## src/rtl/dice_pkg.sv

```systemverilog
// Shared types and constants for the dice roll sequencer.
package dice_pkg;

  typedef enum logic [1:0] {
    IDLE = 2'd0,
    ROLL = 2'd1,
    SHOW = 2'd2
  } state_e;

  localparam logic [2:0] FACE_BLANK = 3'd0;
  localparam logic [2:0] FACE_MIN   = 3'd1;
  localparam logic [2:0] FACE_MAX   = 3'd6;

  // ((face-1) + 1 + ran) mod 6, plus 1; the sum is at most 9, so one subtract suffices.
  function automatic logic [2:0] next_face(input logic [2:0] face, input logic [1:0] ran);
    logic [3:0] sum;
    sum = {1'b0, face} + {2'b00, ran};
    if (sum >= {1'b0, FACE_MAX}) begin
      sum = sum - {1'b0, FACE_MAX};
    end
    return sum[2:0] + FACE_MIN;
  endfunction

endpackage

```

## src/rtl/button_debounce.sv

```systemverilog
// Two-flop synchronizer, level debouncer and single-cycle press detect for a raw push-button.
module button_debounce #(
  parameter int unsigned DEBOUNCE_CYCLES = 16
) (
  input  logic clk,
  input  logic rst_n,
  input  logic button,
  output logic press
);

  localparam int unsigned CW = $clog2(DEBOUNCE_CYCLES);

  logic          sync1_q, sync2_q;
  logic          deb_q, deb_d, deb_prev_q;
  logic [CW-1:0] cnt_q, cnt_d;

  always_comb begin
    cnt_d = '0;
    deb_d = deb_q;
    if (sync2_q != deb_q) begin
      if (cnt_q == CW'(DEBOUNCE_CYCLES - 1)) begin
        deb_d = ~deb_q;
      end else begin
        cnt_d = cnt_q + CW'(1);
      end
    end
  end

  always_ff @(posedge clk or negedge rst_n) begin
    if (!rst_n) begin
      sync1_q    <= 1'b0;
      sync2_q    <= 1'b0;
      deb_q      <= 1'b0;
      deb_prev_q <= 1'b0;
      cnt_q      <= '0;
    end else begin
      sync1_q    <= button;
      sync2_q    <= sync1_q;
      deb_q      <= deb_d;
      deb_prev_q <= deb_q;
      cnt_q      <= cnt_d;
    end
  end

  assign press = deb_q & ~deb_prev_q;

endmodule

```

## src/rtl/dice_roll_sequencer.sv

```systemverilog
// Debounced push-button starts a tumbling roll that slows each step, holds the face, then blanks.
module dice_roll_sequencer
  import dice_pkg::*;
#(
  parameter int unsigned DEBOUNCE_CYCLES = 16,
  parameter int unsigned TICK_DIV        = 1024,
  parameter int unsigned ROLL_STEPS      = 12,
  parameter int unsigned HOLD_TICKS      = 64
) (
  input  logic       Clock,
  input  logic       nReset,
  input  logic       Button,
  input  logic [1:0] Ran,
  output logic [2:0] DiceValue,
  output logic       Rolling,
  output logic       Done
);

  localparam int unsigned PW = $clog2(TICK_DIV);
  localparam int unsigned HW = $clog2(HOLD_TICKS) + 1;

  state_e        state_q, state_d;
  logic [PW-1:0] presc_q, presc_d;
  logic [HW-1:0] hold_q, hold_d;
  logic [3:0]    step_q, step_d;
  logic [3:0]    wait_cnt_q, wait_cnt_d;
  logic [2:0]    face_q, face_d;
  logic          rolling_q, done_q;
  logic          press, tick, enter, step_now;

  button_debounce #(
    .DEBOUNCE_CYCLES(DEBOUNCE_CYCLES)
  ) u_debounce (
    .clk   (Clock),
    .rst_n (nReset),
    .button(Button),
    .press (press)
  );

  assign tick     = (presc_q == PW'(TICK_DIV - 1));
  assign step_now = tick && (wait_cnt_q == step_q);

  always_comb begin
    state_d = state_q;
    unique case (state_q)
      IDLE: if (press) state_d = ROLL;
      ROLL: if (step_now && (step_q == 4'(ROLL_STEPS - 1))) state_d = SHOW;
      SHOW: begin
        // A re-roll press beats hold expiry in the same cycle.
        if (press) begin
          state_d = ROLL;
        end else if (tick && (hold_q == HW'(HOLD_TICKS - 1))) begin
          state_d = IDLE;
        end
      end
      default: state_d = IDLE;
    endcase
  end

  assign enter = (state_d != state_q);

  always_comb begin
    presc_d    = (enter || tick) ? '0 : presc_q + PW'(1);
    face_d     = face_q;
    step_d     = step_q;
    wait_cnt_d = wait_cnt_q;
    hold_d     = hold_q;

    if (state_q == ROLL && tick) begin
      if (step_now) begin
        face_d     = next_face(face_q, Ran);
        step_d     = step_q + 4'd1;
        wait_cnt_d = '0;
      end else begin
        wait_cnt_d = wait_cnt_q + 4'd1;
      end
    end else if (state_q == SHOW && tick) begin
      hold_d = hold_q + HW'(1);
    end

    // Entry actions run after stepping so the final face step survives ROLL -> SHOW.
    if (enter) begin
      unique case (state_d)
        ROLL: begin
          face_d     = FACE_MIN;
          step_d     = '0;
          wait_cnt_d = '0;
        end
        SHOW:    hold_d = '0;
        default: face_d = FACE_BLANK;
      endcase
    end
  end

  always_ff @(posedge Clock or negedge nReset) begin
    if (!nReset) begin
      state_q    <= IDLE;
      presc_q    <= '0;
      hold_q     <= '0;
      step_q     <= '0;
      wait_cnt_q <= '0;
      face_q     <= FACE_BLANK;
      rolling_q  <= 1'b0;
      done_q     <= 1'b0;
    end else begin
      state_q    <= state_d;
      presc_q    <= presc_d;
      hold_q     <= hold_d;
      step_q     <= step_d;
      wait_cnt_q <= wait_cnt_d;
      face_q     <= face_d;
      rolling_q  <= (state_d == ROLL);
      done_q     <= (state_q == ROLL) && (state_d == SHOW);
    end
  end

  assign DiceValue = face_q;
  assign Rolling   = rolling_q;
  assign Done      = done_q;

endmodule
```

## config.mk

```make
export PLATFORM = sky130hd
export DESIGN_NAME = dice_roll_sequencer
export DESIGN_NICKNAME = d
export VERILOG_FILES = /design/src/rtl/dice_pkg.sv /design/src/rtl/button_debounce.sv /design/src/rtl/dice_roll_sequencer.sv
export SDC_FILE = /design/constraint.sdc
export NUM_CORES = 1
export LEC_CHECK = 0
export CAP_MARGIN = 15
export CORE_ASPECT_RATIO = 0.5
export CORE_MARGIN = 3
export CORE_UTILIZATION = 55
export CTS_CLUSTER_DIAMETER = 30
export DETAILED_ROUTE_END_ITERATION = 6
export GPL_TIMING_DRIVEN = 0
export PLACE_DENSITY = 0.76
export SLEW_MARGIN = 20
export SYNTH_ARGS = -nofsm -noshare
export SYNTH_HDL_FRONTEND = slang
export SYNTH_SLANG_ARGS = --single-unit
```

## constraint.sdc

```tcl
create_clock -name Clock -period 3.19 [get_ports Clock]
set_clock_uncertainty 0.1 [all_clocks]
set_input_delay 0.638 -clock Clock [delete_from_list [all_inputs] [get_ports Clock]]
set_output_delay 0.638 -clock Clock [all_outputs]
set_load 0.02 [all_outputs]
```

# Word-level counts from Yosys, hierarchy flattened
# Cells that the tools add are included.
dict set report word_totals {
  output_inout_bits 5
  reg_bits 40
}
dict set report classes {
  magnitude_cmp 1
  n_bitwise 3
  eq_ne 11
  n_addsub 8
  reduce_logical 9
  n_mux 27
}
# op n
set op_table {}
lappend op_table {{two-way mux 4 bit} 10}
lappend op_table {{two-way mux 7 bit} 4}
lappend op_table {{two-way mux 3 bit} 6}
lappend op_table {{adder 4 x 1 -> 4 bit, second input constant} 3}
lappend op_table {{adder 10 x 1 -> 10 bit, second input constant} 1}
lappend op_table {{equality test 10 bit, second input constant} 1}
lappend op_table {{two-way mux 10 bit} 1}
lappend op_table {{equality test 4 bit, second input constant} 2}
lappend op_table {{two-way mux 2 bit} 4}
lappend op_table {{adder 7 x 1 -> 7 bit, second input constant} 1}
lappend op_table {{equality test 7 x 6 -> 1 bit, second input constant} 1}
lappend op_table {{logical AND 1 bit} 6}
lappend op_table {{case mux 2 bit (3 select lines)} 1}
lappend op_table {{case mux 3 bit (2 select lines)} 1}
lappend op_table {{adder 3 x 2 -> 4 bit} 1}
lappend op_table {{equality test 2 x 1 -> 1 bit, second input constant} 2}
lappend op_table {{equality test 2 bit, second input constant} 2}
lappend op_table {{equality test 4 bit} 1}
lappend op_table {{>= comparator 4 x 3 -> 1 bit, second input constant} 1}
lappend op_table {{adder 3 x 1 -> 3 bit, second input constant} 1}
lappend op_table {{subtractor 3 bit, second input constant} 1}
lappend op_table {{zero test 2 bit} 1}
lappend op_table {{!= test 2 bit} 1}
lappend op_table {{inverter 1 bit} 2}
lappend op_table {{4 further kinds} 4}

# Logic depth before layout (Yosys ltp)
# Gate-level depths: netlist of run 1.
dict set report logic_depth {
  word_depth 10
  ltp_mapped 11
  depth_no_buf 10
}

# Modules after synthesis
# A second synthesis of run 1 with hierarchy kept.
dict set report unflattened {
  hier_cells 205
  hier_area_um2 2138.3
}
# module n_inst cells_per_inst area_each_um2
set modules_own_cells {}
lappend modules_own_cells {dice_roll_sequencer 1 185 1836.8}
lappend modules_own_cells {button_debounce 1 20 301.5}

# Least setup slack after synthesis of run 1
# OpenSTA, ideal clock, no wires.
dict set report synth_timing {
  path_kind {register -> register}
  from {register presc_q[0]}
  to {register wait_cnt_q[1]}
  path_stages_with_launch 11
  arrival_ps 2501
  required_time_ps 3004
  path_slack_ps 503
  synth_period_minus_slack_ps 2687
  n_path_buf 2
  cell_sequence {dfrtp_1 -> ha_1 -> nand4_2 -> or3_1 -> clkbuf_2 -> or4_1 -> o21a_1 -> ha_1 -> and3_1 -> buf_2 -> nor3_1}
}
dict set report synth_via {
  elab_chain_cells 8
}
# item line_no
set synth_lines {}
lappend synth_lines {{from (decl)} dice_roll_sequencer.sv:23} ;# logic [PW-1:0] presc_q, presc_d;
lappend synth_lines {{from (signal assigned)} dice_roll_sequencer.sv:107} ;# presc_q <= presc_d;
lappend synth_lines {{equality test 10 bit *} dice_roll_sequencer.sv:40} ;# assign tick = (presc_q == PW'(TICK_DIV - 1));
lappend synth_lines {{logical AND 1 bit (on tied branches)} {dice_roll_sequencer.sv:52, dice_roll_sequencer.sv:41}}
lappend synth_lines {{two-way mux 2 bit / logical AND 1 bit (equally long branches)} {dice_roll_sequencer.sv:52, dice_roll_sequencer.sv:47}}
lappend synth_lines {{two-way mux 2 bit (on tied branches)} {dice_roll_sequencer.sv:50, dice_roll_sequencer.sv:47}}
lappend synth_lines {{case mux 2 bit (3 select lines)} dice_roll_sequencer.sv:45} ;# unique case (state_q)
lappend synth_lines {{equality test 2 x 1 -> 1 bit} dice_roll_sequencer.sv:83} ;# unique case (state_d)
lappend synth_lines {{two-way mux 4 bit} dice_roll_sequencer.sv:83}
lappend synth_lines {{two-way mux 4 bit *} dice_roll_sequencer.sv:82} ;# if (enter) begin
lappend synth_lines {{via wait_cnt_d[1]} dice_roll_sequencer.sv:26} ;# logic [3:0] wait_cnt_q, wait_cnt_d;
lappend synth_lines {{to (signal assigned)} dice_roll_sequencer.sv:110} ;# wait_cnt_q <= wait_cnt_d;
lappend synth_lines {{to (decl)} dice_roll_sequencer.sv:26}
# Mark *: on every way through the listed nets, which the timed path passes. The rest lies on a longest branch.
# A chain may end at the register's enable or synchronous reset.

# Final worst setup path of run 1
dict set report layout_timing {
  from {register presc_q[0]}
  to {register face_q[0], in the netlist DiceValue[0]}
}
dict set report layout_via {
  elab_chain_cells 8
}
# item line_no
set layout_lines {}
lappend layout_lines {{equality test 10 bit *} dice_roll_sequencer.sv:40}
lappend layout_lines {{logical AND 1 bit (on tied branches)} {dice_roll_sequencer.sv:52, dice_roll_sequencer.sv:41}}
lappend layout_lines {{two-way mux 2 bit / logical AND 1 bit (equally long branches)} {dice_roll_sequencer.sv:52, dice_roll_sequencer.sv:47}}
lappend layout_lines {{two-way mux 2 bit (on tied branches)} {dice_roll_sequencer.sv:50, dice_roll_sequencer.sv:47}}
lappend layout_lines {{case mux 2 bit (3 select lines) *} dice_roll_sequencer.sv:45}
lappend layout_lines {{via state_d[1]} dice_roll_sequencer.sv:22} ;# state_e state_q, state_d;
lappend layout_lines {{equality test 2 bit / equality test 2 x 1 -> 1 bit (equally long branches)} dice_roll_sequencer.sv:83}
lappend layout_lines {{case mux 3 bit (2 select lines)} dice_roll_sequencer.sv:83}
lappend layout_lines {{two-way mux 3 bit *} dice_roll_sequencer.sv:82}
lappend layout_lines {{via face_d[0]} dice_roll_sequencer.sv:27} ;# logic [2:0] face_q, face_d;
lappend layout_lines {{to (signal assigned)} dice_roll_sequencer.sv:102} ;# face_q <= FACE_BLANK;
lappend layout_lines {{to (signal assigned)} dice_roll_sequencer.sv:111} ;# face_q <= face_d;
lappend layout_lines {{to (decl)} dice_roll_sequencer.sv:27}
# Marked as above.

==> impl_metrics.py, run 1 <==
metrics = {
    "final_layout": {
        "nFillCells": 286,
        "area_growth_pct": 11.7,
        "fin_area_um2": 2350,
        "nets": 243,
        "drive_above_1_share": 0.0793,
        "antenna_cells": 0,
        "seq_area_um2": 1000,
        "multi_input_area_um2": 1050,
    },
    "timing": {
        "fin_ws_ns": 0.287,
        "fin_setup_tns_ns": 0,
        "timing.final.hold_violations": 0,
        "period_minus_slack_ns": 2.90,
        "maxSlewHeadroom": 0.610,
        "fin_crit_sh": 0.910,
        "setup_viol": 0,
        "worst_pin_slew_ns": 0.581,
        "rsz0062_at_grt": "no",
        "slew_viol_final": 0,
        "clock.fmax_mhz": 345,
    },
    "logic_synthesis": {
        "synth_top_flop_cell": "dfrtp_1",
        "syn_nets": 226,
        "synth_fa_ha_area_frac": 0.0690,
        "synth.distinct_cells": 43,
        "synthTopCellsByCount": "dfrtp_1 (40), nor2_1 (31), xnor2_1 (20)",
        "syn-mean-instance-area_um2": 10.0,
        "synth-edff-count": 0,
        "seq_area_frac_synth": 0.476,
        "yosys.area.top_type": "dfrtp_1",
        "synth_area_um2": 2100,
        "synth_mux_area_frac": 0.0196,
        "ys_seq_elements": 40,
        "synth_compound_area_frac": 0.0636,
        "synth.most_common_cell": "dfrtp_1",
        "synth_top_family_by_area": "simple AND/OR/NAND/NOR gates",
        "syn-instance-count": 210,
        "yosys.area_share.simple": 0.235,
        "synth-xor-area-share": 0.112,
        "ys_warn_count": 0,
        "async_flop_share": 1.00,
        "yosysTopAreaCellShare": 0.476,
        "synthTopCellsByArea": "dfrtp_1 (48%), xnor2_1 (8.3%), ha_1 (5.9%), nor2_1 (5.5%), nand3_1 (3.1%)",
    },
    "global_route": {
        "gr-usage-met3": 0.0579,
        "met2_usage": 0.265,
        "antenna_found_initial": 0,
        "grt_pass1_vias": 1481,
        "grt_pass1_wl_um": 6540,
        "globalRouteOverflowTotal": 0,
        "grt_busiest_layer": "met2",
        "grt_usage": 0.181,
        "grt_use_met1": 0.254,
        "grt_max_degree": 28,
    },
    "setup_path": {
        "end_kind": "flip-flop",
        "worstSetupPathType": "flip-flop to flip-flop",
        "reg2reg_slack_ns": 0.29,
        "cp.required_ns": 3.28,
        "path_max_fanout": 5,
        "critPathLaunchType": "flip-flop",
        "cp.arrival_ns": 2.99,
    },
    "clock_tree": {
        "cts_buffer_depth": 2,
        "cts_hold_buf": 0,
        "cts.sinks": 40,
        "htree_num_levels": 2,
        "clk_pin_slew_ns": 0.07,
        "clk_latency_ns": 0.28,
        "cts_buffers": 5,
        "cts_resized": 0,
        "ctsRootBufferMaster": "clkbuf_8",
        "cts_tree": "yes",
        "post_cts_buffers": 0,
    },
    "worst_hold_path": {
        "hold_path.class": "primary input to asynchronous set/reset pin",
    },
    "flow_run": {
        "maxCapViolations": 0,
    },
    "floorplan": {
        "rows": 15,
        "die_h_um": 49.7,
        "die_w_um": 93.5,
        "start_util": 0.593,
        "io_pins": 10,
        "dieArea_um2": 4650,
        "core_area_um2": 3550,
    },
    "place": {
        "port_buffers": 9,
        "hpwl_um": 2640,
        "pre_cts_slack_ns": 0.126,
        "placed_area_um2": 2270,
        "routabilityCongestion": 0.831,
    },
    "route": {
        "wl_per_cell_um": 12.7,
        "route.detailed.drc": 0,
        "drtIter0Drc": 72,
        "dr.pass1.iters": 4,
        "drtAntennaViolNets": 0,
        "vias_per_cell": 5.45,
        "drt-total-wl_um": 3540,
        "vias": 1515,
    },
    "pwr": {
        "ir_worst_vdd_uv": 325,
        "total_power_mw": 1.16,
        "power.static_leakage_nw": 1.06,
        "powerDensity_nw_per_um2": 494,
    },
    "run_status": {
        "status": "finished clean",
    },
}
[cells in the final DEF, fill, tap and decap left out, types with 2 or more instances in the layout]
cell type | synthesis | final
buf_2 | 4 | 5
xnor2_1 | 20 | 20
nor3b_1 | 2 | 2
inv_1 | 6 | 6
nand2b_1 | 3 | 3
nor2_1 | 31 | 31
and3_1 | 5 | 5
nor2b_1 | 2 | 2
or3_1 | 3 | 3
and4_1 | 2 | 2
ha_1 | 10 | 10
o21ai_1 | 2 | 2
mux2i_1 | 3 | 3
nand4_1 | 2 | 2
o21ai_0 | 5 | 5
nor3_1 | 8 | 8
nand2_1 | 11 | 11
clkbuf_1 | 1 | 2
and2_1 | 2 | 2
dfrtp_1 | 40 | 40
clkdlybuf4s50_1 | 0 | 8
clkbuf_8 | 0 | 5
o21a_1 | 2 | 2
xor2_1 | 7 | 7
or4_1 | 2 | 2
a21oi_1 | 6 | 6
nand3_1 | 13 | 13
[where the power goes]
group          switching [mW]  internal (mW)  total (mW)  leakage [nW]
registers              0.0610          0.561       0.621         0.528
logic                   0.119          0.111       0.230         0.488
clock network           0.161          0.149       0.309        0.0410
[registers in the layout, indices dropped and copies added, names as in the netlist, 2 cells and up]
signal and count:
DiceValue 3, hold_q 7, presc_q 10, state_q 2, step_q 4, u_debounce.cnt_q 4, wait_cnt_q 4
[cells by family (layout without fill, tap and decap cells)]
kind of cell	after synthesis	after routing
simple gates	94	94
compound gates	22	22
flops	40	40
buf+inv	12	29
fa+ha+maj	11	11
xor+xnor	27	27
mux	4	4
[final cells by class]
class	instances	share of cell area
clock buffer	6	0.0309
tap	51	0.0271
multi-input combinational	158	0.448
clock inverter	1	0.00213
inverter	6	0.00958
buffer	6	0.0122
sequential	40	0.426
timing repair buffer	10	0.0447
[metal layers]
metal / part of all wire / wire [µm] / up-vias
met5: 0 / 0 / -
met4: 0.011 / 38 / 0
met3: 0.033 / 118 / 4
met2: 0.43 / 1530 / 22
met1: 0.52 / 1850 / 728
li1: - / - / 761
[through the flow]
stage               utilization  instances  hold slack, ns
floorplan                     -        210           0.231
global placement          0.637        270           0.233
detailed placement        0.641        271           0.242
CTS                       0.663        278           0.146
global route              0.663        278           0.153
finish                    0.663        278           0.146
[critical path, cell delays in order, from the launching register on]
cell and delay [ns]:
dfrtp_1 0.39, ha_1 0.25, nand4_2 0.13, or3_1 0.38, clkbuf_2 0.14, or4_1 0.51
o21a_1 0.20, inv_1 0.08, ha_1 0.25, nand2b_1 0.19, o221ai_1 0.19
[worst paths after layout]
path                               startpoint             endpoint  depth (start not counted)
max                                presc_q[0]         DiceValue[0]                         10
min                                    nReset        wait_cnt_q[2]                          1
max reg2reg                        presc_q[0]         DiceValue[0]                         10
min reg2reg                u_debounce.sync1_q   u_debounce.sync2_q                          0
max in group asynchronous              nReset  u_debounce.cnt_q[0]                          2
min in group Clock         u_debounce.sync1_q   u_debounce.sync2_q                          0
Note: power is estimated with default switching activity, not from simulation.
==> run 2: changes to the inputs <==
Settings changed: SKIP_CTS_REPAIR_TIMING from default to 1.
==> results of run 2 <==
No change in the layout: final DEF, timing and power equal those of run 1.
